<file path="src/rtl/data_mem_ctrl_if.sv">
// data_mem_ctrl_if: MEM-stage and backing-memory signals of data_mem_ctrl; slave = controller, master = pipeline/memory side
interface data_mem_ctrl_if;
  logic [31:0] data_addr;
  logic [31:0] data_in;
  logic        mem_read;
  logic        mem_write;
  logic [31:0] data_out;
  logic        stall;
  logic        bk_req;
  logic        bk_we;
  logic [29:0] bk_addr;
  logic [31:0] bk_wdata;
  logic        bk_ack;
  logic [31:0] bk_rdata;
  modport slave (
    input  data_addr, data_in, mem_read, mem_write, bk_ack, bk_rdata,
    output data_out, stall, bk_req, bk_we, bk_addr, bk_wdata
  );
  modport master (
    output data_addr, data_in, mem_read, mem_write, bk_ack, bk_rdata,
    input  data_out, stall, bk_req, bk_we, bk_addr, bk_wdata
  );
endinterface

</file>
<file path="src/rtl/data_mem_ctrl.sv">
// data_mem_ctrl: data-memory controller with a DEPTH-entry store buffer and load forwarding; ports clk, reset, bus (data_mem_ctrl_if.slave)
module data_mem_ctrl #(
  parameter int DEPTH = 4
) (
  input logic             clk,
  input logic             reset,
  data_mem_ctrl_if.slave  bus
);
  localparam int PW = $clog2(DEPTH);
  localparam int CW = PW + 1;
  typedef enum logic [1:0] {IDLE, DRAIN, LOAD, LDONE} state_t;
  state_t        state;
  logic [29:0]   addr_q [DEPTH];
  logic [31:0]   data_q [DEPTH];
  logic [PW-1:0] wr_ptr, rd_ptr, idx;
  logic [CW-1:0] count;
  logic [31:0]   load_reg, hit_data;
  logic          req_q, we_q, hit, load, store, enq, pop, miss;
  logic [29:0]   baddr_q;
  logic [31:0]   wdata_q;
  logic          unused;
  assign unused = &{1'b0, bus.data_addr[1:0]};
  assign store  = bus.mem_write;
  assign load   = bus.mem_read && !bus.mem_write;
  assign enq    = store && count != CW'(DEPTH);
  assign pop    = state == DRAIN && bus.bk_ack;
  assign miss   = load && !hit && state != LDONE;
  // Later (younger) matches overwrite earlier ones while walking head to tail.
  always_comb begin
    hit = 1'b0;
    hit_data = '0;
    idx = rd_ptr;
    for (int i = 0; i < DEPTH; i++) begin
      idx = rd_ptr + PW'(i);
      if (CW'(i) < count && addr_q[idx] == bus.data_addr[31:2]) begin
        hit = 1'b1;
        hit_data = data_q[idx];
      end
    end
  end
  assign bus.stall    = (store && count == CW'(DEPTH)) || miss;
  assign bus.data_out = (state == LDONE && load) ? load_reg : (load && hit) ? hit_data : '0;
  assign bus.bk_req   = req_q;
  assign bus.bk_we    = we_q;
  assign bus.bk_addr  = baddr_q;
  assign bus.bk_wdata = wdata_q;
  always_ff @(posedge clk) begin
    if (reset) begin
      state    <= IDLE;
      count    <= '0;
      wr_ptr   <= '0;
      rd_ptr   <= '0;
      load_reg <= '0;
      req_q    <= 1'b0;
      we_q     <= 1'b0;
      baddr_q  <= '0;
      wdata_q  <= '0;
    end else begin
      if (enq) begin
        addr_q[wr_ptr] <= bus.data_addr[31:2];
        data_q[wr_ptr] <= bus.data_in;
        wr_ptr <= wr_ptr + 1'b1;
      end
      if (pop) rd_ptr <= rd_ptr + 1'b1;
      count <= count + CW'(enq) - CW'(pop);
      case (state)
        IDLE:
          if (miss) begin
            state   <= LOAD;
            req_q   <= 1'b1;
            we_q    <= 1'b0;
            baddr_q <= bus.data_addr[31:2];
          end else if (count != '0) begin
            state   <= DRAIN;
            req_q   <= 1'b1;
            we_q    <= 1'b1;
            baddr_q <= addr_q[rd_ptr];
            wdata_q <= data_q[rd_ptr];
          end
        DRAIN:
          if (bus.bk_ack) begin
            state <= IDLE;
            req_q <= 1'b0;
          end
        LOAD:
          if (bus.bk_ack) begin
            state    <= LDONE;
            req_q    <= 1'b0;
            load_reg <= bus.bk_rdata;
          end
        default: state <= IDLE;
      endcase
    end
  end
endmodule

</file>
<file path="src/flat_wrapper.sv">
// flat-port wrapper written by rule: the top's interface ports become plain ports
module data_mem_ctrl_flat 
#(
  parameter int DEPTH = 4
)
  (clk, reset, bus_data_addr, bus_data_in, bus_mem_read, bus_mem_write, bus_bk_ack, bus_bk_rdata, bus_data_out, bus_stall, bus_bk_req, bus_bk_we, bus_bk_addr, bus_bk_wdata);
  data_mem_ctrl_if bus_i ();
  input logic clk;
  input logic reset;
  input wire logic [$bits(bus_i.data_addr)-1:0] bus_data_addr;
  input wire logic [$bits(bus_i.data_in)-1:0] bus_data_in;
  input wire logic [$bits(bus_i.mem_read)-1:0] bus_mem_read;
  input wire logic [$bits(bus_i.mem_write)-1:0] bus_mem_write;
  input wire logic [$bits(bus_i.bk_ack)-1:0] bus_bk_ack;
  input wire logic [$bits(bus_i.bk_rdata)-1:0] bus_bk_rdata;
  output wire logic [$bits(bus_i.data_out)-1:0] bus_data_out;
  output wire logic [$bits(bus_i.stall)-1:0] bus_stall;
  output wire logic [$bits(bus_i.bk_req)-1:0] bus_bk_req;
  output wire logic [$bits(bus_i.bk_we)-1:0] bus_bk_we;
  output wire logic [$bits(bus_i.bk_addr)-1:0] bus_bk_addr;
  output wire logic [$bits(bus_i.bk_wdata)-1:0] bus_bk_wdata;
  assign bus_i.data_addr = bus_data_addr;
  assign bus_i.data_in = bus_data_in;
  assign bus_i.mem_read = bus_mem_read;
  assign bus_i.mem_write = bus_mem_write;
  assign bus_i.bk_ack = bus_bk_ack;
  assign bus_i.bk_rdata = bus_bk_rdata;
  assign bus_data_out = bus_i.data_out;
  assign bus_stall = bus_i.stall;
  assign bus_bk_req = bus_i.bk_req;
  assign bus_bk_we = bus_i.bk_we;
  assign bus_bk_addr = bus_i.bk_addr;
  assign bus_bk_wdata = bus_i.bk_wdata;
  data_mem_ctrl #(.DEPTH(DEPTH)) u_core (.clk(clk), .reset(reset), .bus(bus_i));
endmodule
</file>
<file path="config.mk">
export PLATFORM = sky130hd
export DESIGN_NAME = data_mem_ctrl_flat
export DESIGN_NICKNAME = d
export VERILOG_FILES = /design/src/rtl/data_mem_ctrl_if.sv /design/src/rtl/data_mem_ctrl.sv /design/src/flat_wrapper.sv
export SDC_FILE = /design/constraint.sdc
export NUM_CORES = 1
export LEC_CHECK = 0
export CORE_MARGIN = 5
export CORE_UTILIZATION = 60
export CTS_BUF_LIST = sky130_fd_sc_hd__clkbuf_16
export DETAILED_ROUTE_END_ITERATION = 6
export DONT_BUFFER_PORTS = 1
export PLACE_DENSITY = 0.79
export SLEW_MARGIN = 20
export SYNTH_ARGS = -nofsm -noshare
export SYNTH_HDL_FRONTEND = slang
export SYNTH_SLANG_ARGS = --single-unit
</file>
<file path="constraint.sdc">
create_clock -name clk -period 7.4 [get_ports clk]
set_input_delay 2.22 -clock clk [delete_from_list [all_inputs] [get_ports clk]]
set_output_delay 2.22 -clock clk [all_outputs]
set_load 0.03 [all_outputs]
</file>
Word-level counts from Yosys, hierarchy flattened
Memories as Yosys holds them, arrays and structs flattened. A register that Yosys moved wholly into a read port is not among the register bits.
Cells that the tools add are included.
Storage, ports and cells
  register bits: 105
  memory bits (writable): 248
  bits of input ports: 101
  output and inout port bits: 97
  logic and storage cells: 90
  memories kept: 2
Cells by class
  $add $sub $neg: 6
  order comparisons: 4
  equal/unequal tests: 14
  mux-type cells: 29
  bitwise gates (word level): 1
  reduce and logical (&&, ||, !) cells: 25
Memory list
  u_core.data_q: words 4, width 32, rd ports 4, clocked after Yosys merged registers in 1, write ports 1, line data_mem_ctrl.sv:14  | logic [31:0] data_q [DEPTH];
  u_core.addr_q: words 4, width 30, rd ports 4, clocked after Yosys merged registers in 1, write ports 1, line data_mem_ctrl.sv:13  | logic [29:0] addr_q [DEPTH];
Operators with widths (count)
  32-bit 2-to-1 mux: 6
  30-bit equality test: 4
  30-bit 2-to-1 mux: 2
  2-bit 2-to-1 mux: 8
  1-bit logical AND: 12
  1-bit 2-to-1 mux: 11
  3-bit AND reduction: 3
  1-bit by 3-bit less-than comparator with 1-bit output, first input constant: 2
  2-bit by 3-bit less-than comparator with 1-bit output, first input constant: 2
  2-bit != test, second input constant: 3
  2-bit case mux with 3 select lines: 1
  2-bit by 1-bit adder with 2-bit output, second input constant: 2
  2-bit adder, second input constant: 2
  2-bit equality test, second input constant: 2
  2-bit AND reduction: 2
  2-bit nonzero test: 2
  3-bit by 1-bit adder with 3-bit output: 1
  3-bit equality test, second input constant: 1
  3-bit by 1-bit != test with 1-bit output, second input constant: 1
  3-bit != test, second input constant: 1
  3-bit nonzero test: 1
  3-bit by 1-bit subtractor with 3-bit output: 1
  2-bit by 1-bit equality test with 1-bit output, second input constant: 1
  1-bit logical NOT: 2
  6 further kinds: 6

Logic depth before layout (Yosys ltp)
Gate-level depths: netlist of the first run.
An unclocked memory read counts as a cell.
  depth in word-level cells: 12
  mapped depth: 16
  mapped depth without buffers: 10

Least setup slack after synthesis of the first run
OpenSTA, ideal clock, no wires.
  kind: input -> output
  start point: input port bus_data_addr[18]
  end point: output port bus_data_out[13]
  arrival time: 5.000 ns
  required time: 5.180 ns
  setup slack: 0.180 ns
  stages: 9
  buffers on the path: 2
  cells stage by stage: clkbuf_1 -> xnor2_1 -> nor3_2 -> or4bb_1 -> a2111oi_4 -> a21oi_1 -> clkbuf_1 -> and3_1 -> o31ai_1
On the way
  word-level cells in the longest chain between the ends: 9
  elaborated cells on any way between the ends: 19
  those cells by class: eq/ne: 4; mux: 10; reduce/logical: 5
RTL lines
  start, declared: line flat_wrapper.sv:10  | input wire logic [$bits(bus_i.data_addr)-1:0] bus_data_addr;
  30-bit equality test: line data_mem_ctrl.sv:35  | if (CW'(i) < count && addr_q[idx] == bus.data_addr[31:2]) begin
  1-bit logical AND: line data_mem_ctrl.sv:35
  1-bit 2-to-1 mux (4 in a row): line data_mem_ctrl.sv:35
  1-bit logical AND: line data_mem_ctrl.sv:42  | assign bus.data_out = (state == LDONE && load) ? load_reg : (load && hit) ? hit_data : '0;
  32-bit 2-to-1 mux * (2 in a row): line data_mem_ctrl.sv:42
  end, declared: line flat_wrapper.sv:16  | output wire logic [$bits(bus_i.data_out)-1:0] bus_data_out;
Every way passes the cells marked *; elsewhere a longest branch is shown, timed or not.

Worst setup path after layout of the first run
  start point: input port bus_data_addr[15]
  end point: output port bus_data_out[6]
Same word-level chain as after synthesis.

==> impl_metrics.json, run 1 <==
{
  "drtIter0Drc": 1825,
  "num_rows": 68,
  "synthTopCellsByArea": "edfxtp_1 (36%), mux2i_1 (12%), dfxtp_1 (10%)",
  "first_global_vias": 15400,
  "ios": 198,
  "routedWlPerCell_um": 26.8,
  "grt_overflow_total": 0,
  "r2r_cells": 12,
  "synth_edf_count": 248,
  "largest-register": "u_core.data_q",
  "critical_path.slowest_cell": "a221oi_1",
  "cp.arrival_ns": 5.05,
  "numCtsBuffers": 40,
  "whs_endpoint": "u_core.load_reg[0]$_SDFFE_PP0P_",
  "ctsResizeCount": 0,
  "cts_root_buf": "clkbuf_16",
  "start_kind": "input pin",
  "grt_use_total_pct": 29.9,
  "layout_setup_ws_ns": 0.133,
  "start_util_pct": 60.7,
  "ctsHoldBuffers": 0,
  "reg2reg_from": "u_core.rd_ptr[1]$_SDFFE_PP0P_",
  "min_from": "u_core.load_reg[0]$_SDFFE_PP0P_",
  "slew_headroom_pct": 24.5,
  "fin_crit_sh_pct": 98.2,
  "worstHoldPathCells": 2,
  "ir_worst_vdd_uv": 299,
  "place_hpwl_um": 38300,
  "run_status": "complete, no violations",
  "synth_top_area_cell": "edfxtp_1",
  "async_reset_ff_share_pct": 0,
  "fin_util_pct": 65.2,
  "crit_required_ns": 5.18,
  "cp_slowest_stage_delay_ns": 0.51,
  "synth_area_per_cell_sq_um": 11.7,
  "synth-seq-cells": 355,
  "synth_top_area_share_pct": 35.6,
  "grt_first_pass_wirelength_um": 90400,
  "firstDrtPassIters": 5,
  "finalHoldViolCount": 0,
  "largest_reg_flops": 128,
  "numPortBuffers": 0,
  "cts_tree": "built",
  "areaGrowthSynthToFinish_pct": 7.41,
  "fin_crit_ns": 7.27,
  "top_regs": "u_core.data_q: 128 flops, u_core.addr_q: 120 flops",
  "clk_pin_slew_ns": 0.06,
  "cellPowerDensity_nw_per_um2": 283,
  "yosysWarnings": 0,
  "tns_ns": 0,
  "setup_viol": 0,
  "die_h_um": 197,
  "antenna_found_initial": 0,
  "postRouteAntennaNets": 0,
  "synth_nets": 1899,
  "dieArea_sq_um": 38700,
  "drcViolationCount": 0,
  "num-nets-final": 1838,
  "ys_seq_area_share_pct": 45.8,
  "worstReg2RegEnd": "u_core.bus.bk_addr[11]$_SDFFE_PP0P_",
  "place_ws_ns": 0.0503,
  "synth_area_sq_um": 20900,
  "fmax_mhz": 138,
  "worstSetupStartpoint": "bus_data_addr[15]",
  "path_cells": "a221oi_1 -> a32oi_1 -> a221oi_1 -> nor3b_2 -> and2_1 -> nor3_4 -> buf_12 -> a221o_1 -> o31ai_1 -> buf_4",
  "synthFlopType": "edfxtp_1",
  "synth_common_cells": "mux2i_1 (260), edfxtp_1 (248), nand2_1 (137)",
  "drive_gt1_share_pct": 13.2,
  "worst_pin_slew_ns": 1.13,
  "cts.sinks": 355,
  "grt_setup_unrepaired": "false",
  "synthCells": 1784,
  "critPathKind": "in -> out",
  "crit_path_frequent_cell": "a221oi_1",
  "slew_violations": 0,
  "cts_max_path_buffers": 3,
  "yosysMostFrequentCell": "mux2i_1",
  "clk_latency_ns": 0.56,
  "cts_max_level": 2,
  "die_w_um": 197,
  "wirelength_um": 59200,
  "dr_total_vias": 15400,
  "rrSetupSlack_ns": 2.48,
  "drv_cap": 0,
  "p_leak_nw": 7.06,
  "core_area_sq_um": 34500,
  "viasPerCell": 6.95,
  "hold_path.class": "reg -> reg",
  "path_max_fanout": 13,
  "cts_setup_buffers": 0,
  "crit_path_end_kind": "primary output",
  "ys_types": 79,
  "grt_max_degree": 87,
  "fin_skew_ns": 0.0267,
  "gp_congestion": 0.936,
  "antennaDiodeCount": 0
}
==> routing by layer <==
layer	GRT usage (%)	wire, um	share of wire [%]
met1	41.2	23300	39
met2	45.6	27000	46
met3	8.15	7020	12
met4	11.7	1980	3.3
met5	0	0	0
==> where the power goes <==
| group | total, W | switching [W] | internal [W] |
|---|---|---|---|
| clock network | 0.00184 | 0.000813 | 0.00103 |
| logic | 0.00154 | 0.000901 | 0.000641 |
| registers | 0.00297 | 0.000561 | 0.00241 |
| total | 0.00635 | 0.00227 | 0.00408 |
==> metrics by stage <==
| stage | hold slack [ns] | std cells | power (W) | area [sq um] |
|---|---|---|---|---|
| finish | 0.445 | 2210 | 0.00635 | 22500 |
| global route | 0.464 | 2210 | 0.00661 | 22500 |
| CTS | 0.445 | 2210 | 0.00634 | 22500 |
| detailed placement | 0.437 | 2136 | 0.00452 | 21300 |
| global placement | 0.434 | 2136 | 0.00447 | 21300 |
| floorplan | 0.432 | 1784 | 0.00410 | 20900 |
==> cells in the final DEF, fill, tap and decap left out, types with 43 or more instances in the layout <==
master,count
mux2i_1,260
inv_1,75
a21oi_1,53
nand2_1,137
edfxtp_1,248
a221oi_1,44
nor2_1,66
xnor2_1,96
buf_4,43
mux4_2,83
dfxtp_1,103
==> kinds of logic (layout without fill, tap and decap cells) <==
family                     Yosys count  count (layout)  share of synthesized area (%)
adders and majority gates           14              14                          0.873
AOI/OAI and AO/OA                  320             320                           11.9
xor gates and xnor gates           114             114                           4.77
DFF                                355             355                           45.8
muxes                              349             349                           21.7
buffers and inverters              221             192                           4.89
and+or+nand+nor                    411             411                           10.0
==> cell type report <==
class,count,area (sq um)
clock buffer,42,1050
timing repair buffer,52,494
sequential,355,9600
multi-input combinational,1208,10400
tap,455,569
fill,2552,12000
inverter,66,248
clock inverter,32,156
==> worst max-delay path, delay by kind of cell <==
kind	cells	cell delay [ns]
AND/OR/NAND/NOR	3	0.70
AO/OA/AOI/OAI	5	1.70
buffers and inverters	2	0.42
==> worst max-delay path by stage <==
| stage | end |
|---|---|
| after global placement | bus_data_out[30] |
| after global routing | bus_data_out[31] |
| after detailed placement | bus_data_out[30] |
| after floorplan | bus_data_out[13] |
| after CTS | bus_data_out[30] |
| final | bus_data_out[6] |
Power figures use the tool's default switching activity.
==> inputs of run 2 (changes only) <==
- GPL_ROUTABILITY_DRIVEN: unset -> 0
==> run 2 against run 1 <==
Sequential power hardly changed. Critical path depth unchanged. Register-to-register slack lost 0.26 ns. Critical path type unchanged. Cell area up 0.46%. Final cell count unchanged. Non-clock buffer count decreased by 1. Combinational power about the same. Via count decreased by 0.18%. Core utilization grew 0.30 points. Critical endpoint unchanged.
==> impl_metrics.json, run 2 (synthesis results as in run 1) <==
{
  "dieArea_sq_um": 38700,
  "cts_max_level": 2,
  "cts_setup_buffers": 0,
  "routedWlPerCell_um": 26.8,
  "top_regs": "u_core.data_q: 128 flops, u_core.addr_q: 120 flops",
  "clk_pin_slew_ns": 0.06,
  "crit_path_end_kind": "primary output",
  "fmax_mhz": 138,
  "grt_max_degree": 162,
  "power_w": 0.00646,
  "postRouteAntennaNets": 0,
  "clk_latency_ns": 0.56,
  "worstReg2RegEnd": "u_core.bus.bk_wdata[30]$_SDFFE_PP0P_",
  "place_hpwl_um": 37800,
  "crit_required_ns": 5.18,
  "path_max_fanout": 16,
  "start_kind": "input pin",
  "path_cells": "xnor2_1 -> mux2_2 -> nor4_1 -> and4b_1 -> and2_1 -> nor3_4 -> buf_12 -> a221o_1 -> o31ai_1 -> buf_4",
  "drcViolationCount": 0,
  "fin_crit_ns": 7.27,
  "first_global_vias": 15200,
  "p_leak_nw": 7.09,
  "largest_reg_flops": 128,
  "cts.sinks": 355,
  "fin_crit_sh_pct": 98.2,
  "slew_violations": 0,
  "rrSetupSlack_ns": 2.22,
  "cellPowerDensity_nw_per_um2": 286,
  "cts_tree": "built",
  "fin_skew_ns": 0.0304,
  "setup_viol": 0,
  "ios": 198,
  "largest-register": "u_core.data_q",
  "die_h_um": 197,
  "hold_path.class": "reg -> reg",
  "final_common_cell": "mux2i_1",
  "cp_slowest_stage_delay_ns": 0.52,
  "die_w_um": 197,
  "drive_gt1_share_pct": 12.9,
  "num_rows": 68,
  "grt_overflow_total": 0,
  "grt_first_pass_wirelength_um": 89000,
  "finalHoldViolCount": 0,
  "ir_worst_vdd_uv": 296,
  "firstDrtPassIters": 6,
  "cp-endpoint": "bus_data_out[6]",
  "drtIter0Drc": 1807,
  "core_area_sq_um": 34500,
  "worstSetupStartpoint": "bus_data_addr[18]",
  "worstHoldPathCells": 2,
  "run_status": "complete, no violations",
  "slew_headroom_pct": 24.8,
  "cts_root_buf": "clkbuf_16",
  "dr_total_vias": 15300,
  "critical_path.slowest_cell": "nor4_1",
  "r2r_cells": 13,
  "worst_pin_slew_ns": 1.13,
  "num-nets-final": 1837,
  "fillers": 2530,
  "drv_cap": 0,
  "viasPerCell": 6.94,
  "numPortBuffers": 0,
  "wirelength_um": 59200,
  "cts_max_path_buffers": 3,
  "numCtsBuffers": 40,
  "areaGrowthSynthToFinish_pct": 7.91,
  "grt_use_total_pct": 29.5,
  "antenna_found_initial": 0,
  "grt_setup_unrepaired": "false",
  "start_util_pct": 60.7,
  "cp.arrival_ns": 5.05,
  "tns_ns": 0,
  "ctsHoldBuffers": 0,
  "critPathKind": "in -> out",
  "mostFrequentLayoutCells": "mux2i_1 (260), edfxtp_1 (248), nand2_1 (137)"
}
[run 2: repair_timing]
action,in CTS,in global routing
endpoints found under the setup margin,0,9
resized for setup,0,2
hold endpoints to repair,0,0
[run 2: how the worst min path moves through the flow]
| stage | end | start |
|---|---|---|
| after CTS | u_core.load_reg[3]$_SDFFE_PP0P_ | u_core.load_reg[3]$_SDFFE_PP0P_ |
| final | u_core.load_reg[3]$_SDFFE_PP0P_ | u_core.load_reg[3]$_SDFFE_PP0P_ |
| after global routing | u_core.load_reg[13]$_SDFFE_PP0P_ | u_core.load_reg[13]$_SDFFE_PP0P_ |
| after floorplan | u_core.load_reg[0]$_SDFFE_PP0P_ | u_core.load_reg[0]$_SDFFE_PP0P_ |
| after global placement | u_core.load_reg[4]$_SDFFE_PP0P_ | u_core.load_reg[4]$_SDFFE_PP0P_ |
| after detailed placement | u_core.load_reg[3]$_SDFFE_PP0P_ | u_core.load_reg[3]$_SDFFE_PP0P_ |
[run 2: where the power goes]
group	internal [W]	total [W]	switching, W
clock network	0.00113	0.00195	0.000820
registers	0.00241	0.00296	0.000558
logic	0.000643	0.00155	0.000907
[run 2: layout make-up]
type                            instances  area [sq um]  area share, %
Clock buffer                           40          1000           4.43
Sequential cell                       355          9600           42.5
Antenna cell                            1          2.50         0.0111
Multi-Input combinational cell       1208         10400           45.9
Inverter                               66           248           1.10
Clock inverter                         34           274           1.21
Tap cell                              455           569           2.52
Timing Repair Buffer                   51           528           2.34
[run 2: worst max-delay path, delay by kind of cell]
family | cells | cell delay (ns)
compound gates | 2 | 0.71
xor+xnor | 1 | 0.15
buf+inv | 2 | 0.43
mux | 1 | 0.30
simple gates | 4 | 1.24
[run 2: routing by layer]
metal / vias up / GRT usage [%] / part of all wire, % / routed length [um]
li1: 6673 / - / - / -
met1: 7601 / 39.5 / 39 / 22800
met2: 915 / 45.7 / 46 / 27200
met3: 144 / 9.56 / 12 / 7260
met4: 0 / 10.4 / 3.3 / 1940
met5: - / 0 / 0 / 0
[run 2: through the flow]
stage	util, %	hold WS (ns)	std cells	instance area [sq um]	setup WS, ns
2_1_floorplan	-	0.432	1784	20900	0.180
6_report	65.5	0.449	2210	22600	0.131
3_5_place_dp	61.7	0.438	2133	21200	0.0292
3_3_place_gp	61.7	0.434	2133	21200	0.0984
5_1_grt	65.5	0.465	2209	22600	0.00438
4_1_cts	65.4	0.446	2207	22500	0.0119
